$ cat src/rtl/pci_arbiter.sv
// Central PCI arbiter: round-robin REQ#/GNT# with turnaround and grant timeout; optional parking via PCI_ARB_PARKING_EN.
// Latency: GNT# registered, one edge after REQ# sampled; reset drops GNT# asynchronously.
// Backpressure: a BUSY owner loses GNT# as soon as another master requests; it finishes its current transaction only.
module pci_arbiter #(
   parameter int  NUM_MASTERS = 4,
   parameter int  GNT_TIMEOUT = 16,
   localparam int OWNER_W     = (NUM_MASTERS > 2) ? $clog2(NUM_MASTERS) : 1
) (
   input  logic                   CLK,
   input  logic                   RST,
   input  logic [NUM_MASTERS-1:0] REQ,
   input  logic                   FRAME,
   input  logic                   IRDY,
   output logic [NUM_MASTERS-1:0] GNT,
   output logic [OWNER_W-1:0]     OWNER,
   output logic                   BUS_BUSY,
   output logic                   TIMEOUT_PULSE
);

   localparam int                     CNT_W     = $clog2(GNT_TIMEOUT) + 1;
   localparam logic [CNT_W-1:0]       CNT_LAST  = CNT_W'(GNT_TIMEOUT - 1);
   localparam logic [OWNER_W-1:0]     OWNER_RST = OWNER_W'(NUM_MASTERS - 1);
   localparam logic [NUM_MASTERS-1:0] ALL_HIGH  = '1;

   typedef enum logic [1:0] {
      S_IDLE,
      S_GRANTED,
      S_BUSY,
      S_TURN
   } state_t;

   state_t                  r_state;
   logic [NUM_MASTERS-1:0]  r_gnt;
   logic [OWNER_W-1:0]      r_owner;
   logic                    r_busy;
   logic                    r_tpulse;
   logic [CNT_W-1:0]        r_cnt;

   logic [OWNER_W-1:0]      w_win;
   logic [OWNER_W-1:0]      w_idx;
   logic                    w_any_req;
   logic [NUM_MASTERS-1:0]  w_owner_mask;
   logic [NUM_MASTERS-1:0]  w_win_gnt;
   logic                    w_bus_idle;
   logic                    w_owner_req;
   logic                    w_other_req;
`ifdef PCI_ARB_PARKING_EN
   logic                    w_parked;
`endif

   // Search starts just past the last owner, so the previous grantee ranks last.
   always_comb begin
      w_win     = r_owner;
      w_idx     = r_owner;
      w_any_req = 1'b0;
      for (int i = 1; i <= NUM_MASTERS; i++) begin
         w_idx = OWNER_W'((int'(r_owner) + i) % NUM_MASTERS);
         if (!w_any_req && !REQ[w_idx]) begin
            w_win     = w_idx;
            w_any_req = 1'b1;
         end
      end
   end

   assign w_owner_mask = NUM_MASTERS'(1) << r_owner;
   assign w_win_gnt    = ~(NUM_MASTERS'(1) << w_win);
   assign w_bus_idle   = FRAME & IRDY;
   assign w_owner_req  = |(~REQ & w_owner_mask);
   assign w_other_req  = |(~REQ & ~w_owner_mask);
`ifdef PCI_ARB_PARKING_EN
   assign w_parked     = (r_state == S_IDLE) && |(~r_gnt & w_owner_mask);
`endif

   always_ff @(posedge CLK or negedge RST) begin
      if (!RST) begin
         r_state  <= S_IDLE;
         r_gnt    <= ALL_HIGH;
         r_owner  <= OWNER_RST;
         r_busy   <= 1'b0;
         r_tpulse <= 1'b0;
         r_cnt    <= '0;
      end else begin
         r_tpulse <= 1'b0;
         case (r_state)
            S_IDLE: begin
`ifdef PCI_ARB_PARKING_EN
               if (w_parked && !FRAME) begin
                  r_state <= S_BUSY;
                  r_busy  <= 1'b1;
               end else if (w_any_req && w_bus_idle) begin
                  // A different requester first sees the park grant withdrawn for one cycle.
                  if (w_parked && (w_win != r_owner)) begin
                     r_gnt <= ALL_HIGH;
                  end else begin
                     r_owner <= w_win;
                     r_gnt   <= w_win_gnt;
                     r_cnt   <= '0;
                     r_state <= S_GRANTED;
                  end
               end else if (!w_any_req) begin
                  r_gnt <= ~w_owner_mask;
               end else begin
                  r_gnt <= ALL_HIGH;
               end
`else
               if (w_any_req && w_bus_idle) begin
                  r_owner <= w_win;
                  r_gnt   <= w_win_gnt;
                  r_cnt   <= '0;
                  r_state <= S_GRANTED;
               end else begin
                  r_gnt <= ALL_HIGH;
               end
`endif
            end
            S_GRANTED: begin
               if (!FRAME) begin
                  r_state <= S_BUSY;
                  r_busy  <= 1'b1;
               end else if (!w_owner_req) begin
                  r_gnt   <= ALL_HIGH;
                  r_state <= S_IDLE;
               end else if (r_cnt == CNT_LAST) begin
                  r_gnt    <= ALL_HIGH;
                  r_tpulse <= 1'b1;
                  r_state  <= S_IDLE;
               end else if (r_cnt != '1) begin
                  r_cnt <= r_cnt + 1'b1;
               end
            end
            S_BUSY: begin
               if (w_bus_idle) begin
                  r_busy  <= 1'b0;
                  r_gnt   <= ALL_HIGH;
                  r_state <= S_TURN;
               end else if (w_owner_req && !w_other_req) begin
                  r_gnt <= ~w_owner_mask;
               end else begin
                  r_gnt <= ALL_HIGH;
               end
            end
            S_TURN: begin
               r_gnt   <= ALL_HIGH;
               r_state <= S_IDLE;
            end
            default: begin
               r_gnt   <= ALL_HIGH;
               r_state <= S_IDLE;
            end
         endcase
      end
   end

   assign GNT           = r_gnt;
   assign OWNER         = r_owner;
   assign BUS_BUSY      = r_busy;
   assign TIMEOUT_PULSE = r_tpulse;

endmodule

$ cat config.mk
export PLATFORM = sky130hd
export DESIGN_NAME = pci_arbiter
export DESIGN_NICKNAME = d
export VERILOG_FILES = /design/src/rtl/pci_arbiter.sv
export SDC_FILE = /design/constraint.sdc
export NUM_CORES = 1
export LEC_CHECK = 0
export CORE_MARGIN = 2
export CORE_UTILIZATION = 56
export CTS_CLUSTER_SIZE = 40
export DETAILED_ROUTE_END_ITERATION = 16
export DONT_BUFFER_PORTS = 1
export PLACE_DENSITY_LB_ADDON = 0.1
export SLEW_MARGIN = 20
export SYNTH_ARGS = -nofsm -noshare
export SYNTH_HDL_FRONTEND = slang
export SYNTH_SLANG_ARGS = --single-unit
$ cat constraint.sdc
create_clock -name CLK -period 2.3 [get_ports CLK]
set_input_delay 0.46 -clock CLK [delete_from_list [all_inputs] [get_ports CLK]]
set_output_delay 0.46 -clock CLK [all_outputs]
set_load 0.01 [all_outputs]
==> reports/metrics.csv <==
metric,value,unit
status,"finished, final reports clean",
"antenna viol nets, final",0,
std cell rows,16,
Synth Cell Area,0.00116,mm²
fin crit share,0.967,
Slew Limit Fails,0,
sequential-to-total area share from yosys stat,0.329,
# port buffers,0,
Post-layout nets,147,
CTS tree,yes,
DR iter-0 viols,20,
Pwr Density,1180,mW/mm²
initial core utilization,0.592,
Finished Layout Cells,155,
clock slew at reported path FFs,0.10,ns
Worst Setup End Kind,flop,
"area leader, netlist",dfrtp_1,
Worst Hold Class,in -> reg,
pin count of the biggest net entering global routing,16,
post-DR vias/cell,5.91,
clock tree root driver cell,clkbuf_4,
sequential fraction of design power,0.291,
Slew headroom,0.714,
core area,0.00196,mm²
Int Pwr,0.874,mW
first-pass GRT wire length,4.03,mm
Residual DRC,0,
ranking of synthesized cells by area,"dfrtp_1 19%, dfstp_2 14%, ha_1 11%",
"Req. time, crit path",2.47,ns
largest fanout on the critical path,5,
die area,0.00246,mm²
GRT Overall Usage,0.210,
Synth top area share,0.194,
Startpoint Class,flop,
Max H-tree Level,1,
vias in the first global route,853,
critical path arrival,2.40,ns
syn avg cell area,9.61,µm²
RSZ-0062 raised after global routing,yes,
Area Overhead vs Synth,12.1,%
VDD IR max,0.781,mV
Die W,49.6,µm
Net Switching,0.662,mW
Post-synth EDFFs,0,
Net Sw Frac,0.431,
Die Ht,49.6,µm
final setup vio count,0,
synthesized flop and latch total,15,
yosys warns,0,
placed insts,148,
Worst Tran Pin Value,0.428,ns
GR Overflow Total,0,
routability congestion estimate,0.857,
final hold vios,0,
Routed wire per std cell,14.5,µm
worst skew pair latency,0.28,ns
Gate power share,0.611,
layout cells sized above 1,0.242,
antenna violations before repair,0,
ys async rst share,1.00,
Static Leak,0.587,nW
Initial DRT Pass Iterations,4,
total CTS buffers,3,
skew final,0.00562,ns
critical path class,reg -> reg,
Synth Flop Type,dfrtp_1,
Clock power frac,0.098,
"top cells by count, synth","13 x inv_1, 13 x nand2_1, 10 x ha_1, 10 x nor2_1, 9 x dfrtp_1",
Synth Instances,121,
Filler cells,167,
DR vias,916,
io pins,16,
Achievable Freq,449,MHz
Sink Count,15,
Synth cell types,44,
max-cap violation count,0,
Post-DP HPWL,1.72,mm
Final Critical Period,2.22,ns
clock buffer depth,2,
Post-Route WL,2.25,mm
hold slack,0.341,ns
Post-Syn Nets,139,
Antenna diodes,0,
-- cell families after synthesis --
group	count (synthesis)	synth area share
and+or+nand+nor	44	0.194
AOI/OAI and AO/OA	22	0.164
buffers and inverters	19	0.0689
DFF	15	0.329
adders and majority gates	10	0.108
muxes	6	0.0990
xor gates and xnor gates	5	0.0377
-- flip-flops by register name, summed over array words and instances (netlist names), named ones only --
signal and flops:
r_cnt 5, GNT 4, OWNER 2, BUS_BUSY 1
TIMEOUT_PULSE 1, r_state 1
-- critical path: stages (launching register included) --
cell        delay (ns)
dfstp_2           0.59
clkinvlp_4        0.11
ha_4              0.30
mux4_2            0.34
nand2_2           0.09
a21oi_2           0.04
o311ai_4          0.25
nor2b_2           0.09
a222oi_1          0.30
-- power groups by stage --
stage          Combinational, mW  Sequential, mW  Clock [mW]
2_1_floorplan              0.714           0.453           0
3_3_place_gp               0.896           0.448           0
3_5_place_dp               0.915           0.450           0
4_1_cts                    0.923           0.446       0.155
5_1_grt                     1.04           0.458       0.167
6_report                   0.938           0.447       0.150
-- layer usage --
layer	wire, µm	vias up	track usage
li1	-	442	-
met1	1090	425	0.310
met2	933	45	0.296
met3	196	4	0.0667
met4	30	0	0.0556
met5	0	-	0
-- metrics by stage --
stage / power, mW / cell area, µm² / TNS (ns) / utilization / setup WS (ns)
3_5_place_dp: 1.37 / 1240 / 0 / 0.631 / 0.102
5_1_grt: 1.66 / 1300 / -0.00603 / 0.664 / -0.00383
4_1_cts: 1.52 / 1290 / 0 / 0.656 / 0.0808
6_report: 1.54 / 1300 / 0 / 0.664 / 0.0751
2_1_floorplan: 1.17 / 1180 / -0.113 / - / -0.0564
3_3_place_gp: 1.34 / 1240 / 0 / 0.631 / 0.155
-- timing repair --
action                                  4_1_cts  5_1_grt
hold buffers                                  2        1
endpoints found under the setup margin        0        3
hold endpoints to repair                      9        5
buffers inserted                              0        0
resized for setup                             0        2
-- cell usage in the layout, fill, tap and decap left out, drive strengths merged, types with 2 or more instances in the layout --
cell type    netlist  final
nand2             14     14
inv               13     12
nor2              10     10
ha                10     10
dfrtp              9      9
dfstp              6      6
buf                3      6
nand2b             5      5
mux4               4      4
o21ai              4      4
and3               3      3
nand4              3      3
xnor2              3      3
clkbuf             3      3
dlygate4sd3        0      3
nor2b              3      3
a21oi              3      3
o211ai             2      2
nand3              2      2
a222oi             2      2
xor2               2      2
o2111ai            2      2
-- cell type report --
cell class	instances	area [µm²]	share of cell area
Multi-Input combinational cell	87	718	0.551
Clock buffer	3	22.5	0.0173
Tap cell	27	33.8	0.0259
Inverter	13	52.6	0.0403
Timing Repair Buffer	9	87.6	0.0672
Clock inverter	1	5.00	0.00384
Sequential cell	15	383	0.294
-- path summary, 6_finish.rpt --
check,startpoint,to,slack (ns),cells after the start
min,FRAME,flop,0.34,3
min reg2reg,GNT[2],GNT[2],0.50,2
max reg2reg,OWNER[0],GNT[0],0.08,8
max in group asynchronous,RST,TIMEOUT_PULSE,1.46,1
min in group asynchronous,RST,r_cnt[1],0.54,1
max,OWNER[0],GNT[0],0.08,8
(Power assumes the default switching activity.)
==> edit 1, RTL diff (same settings) <==
Build with the macro `PCI_ARB_PARKING_EN` defined.
--- a/src/rtl/pci_arbiter.sv
+++ b/src/rtl/pci_arbiter.sv
@@ -2,4 +2,6 @@
 // Latency: GNT# registered, one edge after REQ# sampled; reset drops GNT# asynchronously.
 // Backpressure: a BUSY owner loses GNT# as soon as another master requests; it finishes its current transaction only.
+`define PCI_ARB_PARKING_EN
+
 module pci_arbiter #(
    parameter int  NUM_MASTERS = 4,
Check against the original RTL: not equivalent (Yosys sat finds a counterexample within 4 cycles, from zero or initial values and one cycle with RST low).
==> edit 1 against the unedited design <==
- the flow now finishes with violations (negative setup slack)
- area after synthesis increased by 8.9%
- non-clock buffer count increased by 39
- largest cell class unchanged
- routed wire length increased by 100%
- setup slack got worse by 0.33 ns
- cell area increased by 44%
- first-iteration DRC count increased to 4.5 times the old value
- critical endpoint unchanged
- global-route usage increased by 9.7 points
- sequential cell count unchanged
Power is not compared: it rests on default switching activity, and its combinational part moved more than twofold at a synthesized area within 25%.
==> edit 1: results <==
final_layout:
  drive_gt1_frac: 0.530
  nFillCells: 119
synth:
  synthDistinctLibCells: 48
  synth-adder-area-share: 0.0692
  seq_area_frac_synth: 0.302
  synth_common_cells: "12 x nand2_1, 11 x nor2_1, 9 x dfrtp_1"
  synthCells: 136
  synth-compound-area-share: 0.193
  synth.area.top_cells: "dfrtp_1 18%, dfstp_2 12%, ha_1 6.9%"
  synthMuxAreaShare: 0.127
  syn_nets: 151
route:
  vias_per_cell: 6.61
  m1WireLength_um: 1720
  route.met2.wl_um: 2230
  wl_per_cell_um: 21.5
  wirelength_um: 4550
global_route:
  gr-usage-met2: 0.543
  grt_pass1_wl_um: 5890
  grt_use_met1: 0.386
  use_met3: 0.0575
timing:
  setup_ws_ns: -0.254
  finalSetupViolations: 11
outcome:
  violations: "negative setup slack"
  status: "complete, but fails checks"
placement:
  gp_congestion: 0.904
  dpl-instance-area_mm2: 0.00159
  hpwl_um: 2600
  pre_cts_slack_ns: -0.237
[edit 1: cell types whose count changed after synthesis, sizes merged, moves of 3 or more]
cell / before / now
inv: 13 / 7
a21o: 0 / 3
a21oi: 3 / 6
a221o: 0 / 3
ha: 10 / 7
nor2b: 3 / 6
o21ai: 4 / 7
o31ai: 0 / 3
[edit 1: cell type report]
| class | instances | share of cell area |
|---|---|---|
| sequential | 15 | 0.205 |
| tap | 28 | 0.0187 |
| clock buffer | 3 | 0.0120 |
| multi-input combinational | 109 | 0.538 |
| timing repair buffer | 48 | 0.209 |
| clock inverter | 1 | 0.00268 |
| inverter | 7 | 0.0154 |
[edit 1: worst paths after layout]
check,from,endpoint,slack (ns),depth (start not counted)
setup reg to reg,OWNER[0],GNT[0],-0.25,5
max in group asynchronous,RST,r_cnt[2],1.22,1
hold reg to reg,r_cnt[4],r_cnt[4],0.59,2
hold / removal,FRAME,BUS_BUSY,0.23,1
min in group asynchronous,RST,TIMEOUT_PULSE,0.63,1
setup / recovery,OWNER[0],GNT[0],-0.25,5
[edit 1: cell families (layout without fill, tap and decap cells)]
group / Yosys count / in the layout
AND/OR/NAND/NOR: 56 / 56
AO/OA/AOI/OAI: 34 / 34
flip-flops: 15 / 15
buffers and inverters: 12 / 59
multiplexers: 10 / 10
adder cells (fa/ha/maj): 7 / 7
XOR/XNOR: 2 / 2
[edit 1: critical path: stages (launching register included)]
cell,delay (ns)
dfstp_2,0.62
mux4_1,0.66
a21boi_1,0.32
xnor2_2,0.17
or3_1,0.40
a221o_1,0.31
[edit 1: what timing repair did]
action | CTS | global route
resized for setup | 15 | 28
endpoints found under the hold margin | 15 | 0
pin swaps | 6 | 8
setup buffers | 7 | 4
hold buffers | 1 | 0
endpoints found under the setup margin | 10 | 12
==> edit 2, RTL diff (same flow settings) <==
Made on the original files. Make the reset (`RST`) synchronous in one clocked block. Comments in the files are not updated.
--- a/src/rtl/pci_arbiter.sv
+++ b/src/rtl/pci_arbiter.sv
@@ -72,5 +72,5 @@
 `endif
 
-   always_ff @(posedge CLK or negedge RST) begin
+   always_ff @(posedge CLK) begin
       if (!RST) begin
          r_state  <= S_IDLE;
Behaviour: differs if RST is asserted again (counterexample within 4 cycles, from zero or initial values and one cycle with RST low); with RST held inactive, the same outputs for 4 cycles.
==> edit 2 against the unedited design <==
- non-clock buffer count decreased by 5
- sequential cell count unchanged
- sequential share of layout area decreased by 0.37 points
- area after synthesis decreased by 16%
- setup slack improved by 0.12 ns
- routed wire length decreased by 0.75%
- hold slack got worse by 0.11 ns
- cell area decreased by 21%
Power is not compared: it rests on default switching activity, and its combinational part moved more than twofold at a synthesized area within 25%.
==> edit 2: results <==
synth:
  syn_area_per_cell_um2: 8.36
  syn_nets: 132
  synthDistinctLibCells: 38
  synth.area.top_cells: "dfxtp_1 31%, ha_1 9.0%, o21ai_0 4.1%"
  seq_area_frac_synth: 0.307
  async_flop_share: 0
  synth_warnings: 0
  synth_common_cells: "15 x dfxtp_1, 10 x nor2_1, 9 x nand2_1"
setup_path:
  regToRegSetupSlack_ns: 0.19
  worstSetupEndpoint: "OWNER[0]"
  cpPeakStageDelay_ns: 0.51
  timing.rr.start: "OWNER[0]"
  cp_max_fo: 10
  slowest_stage: "mux4_2"
  path_delay_family: "compound AO/OA/AOI/OAI gates"
  cp-startpoint: "OWNER[0]"
  r2r_cells: 5
  crit_arrival_ns: 2.32
global_route:
  use_met3: 0.0675
  grt_use_met1: 0.304
  grt_max_degree: 14
  grt_pass1_vias: 796
  grt_pass1_wl_um: 3440
  track_usage: 0.229
placement:
  placed_cells_incl_taps: 134
  dpl-instance-area_mm2: 0.00101
  pre_cts_slack_ns: 0.248
  gp_congestion: 0.874
clock_network:
  root_buffer: "clkbuf_4"
  post_cts_resized: 0
timing:
  fin_crit_sh: 0.916
  whs_ns: 0.226
  clock-skew-final_ns: 0.00326
route:
  m1WireLength_um: 1080
  drt_iter0_drc: 44
  wl_per_cell_um: 16.2
  vias: 927
  vias_per_cell: 6.72
  route.met3.wl_um: 140
  route.met2.wl_um: 973
  firstDrtPassIters: 4
final_layout:
  drive_gt1_frac: 0.0992
  nFillCells: 150
  largest_register_ffs: 5
outcome:
  status: "completed"
edit 2: cell type report:
type	count	area, µm²	area share
multi-input cells	90	626	0.605
clock inverters	1	5.00	0.00484
repair buffers	4	30.0	0.0290
inverters	8	30.0	0.0290
clock buffers	3	22.5	0.0218
well taps	17	21.3	0.0206
flip-flops and latches	15	300	0.290
edit 2: where the power goes:
group          internal, mW  switching, mW
Sequential            0.267        0.00874
Combinational        0.0500         0.0676
Clock                0.0648         0.0916
edit 2: logic make-up (layout without fill, tap and decap cells):
kind of cell / Yosys count / in the layout / share of synthesized area
xor gates and xnor gates: 2 / 2 / 0.0179
AOI/OAI and AO/OA: 33 / 33 / 0.239
adders and majority gates: 7 / 7 / 0.0895
DFF: 15 / 15 / 0.307
buffers and inverters: 12 / 16 / 0.0537
muxes: 4 / 4 / 0.0550
and+or+nand+nor: 44 / 44 / 0.238
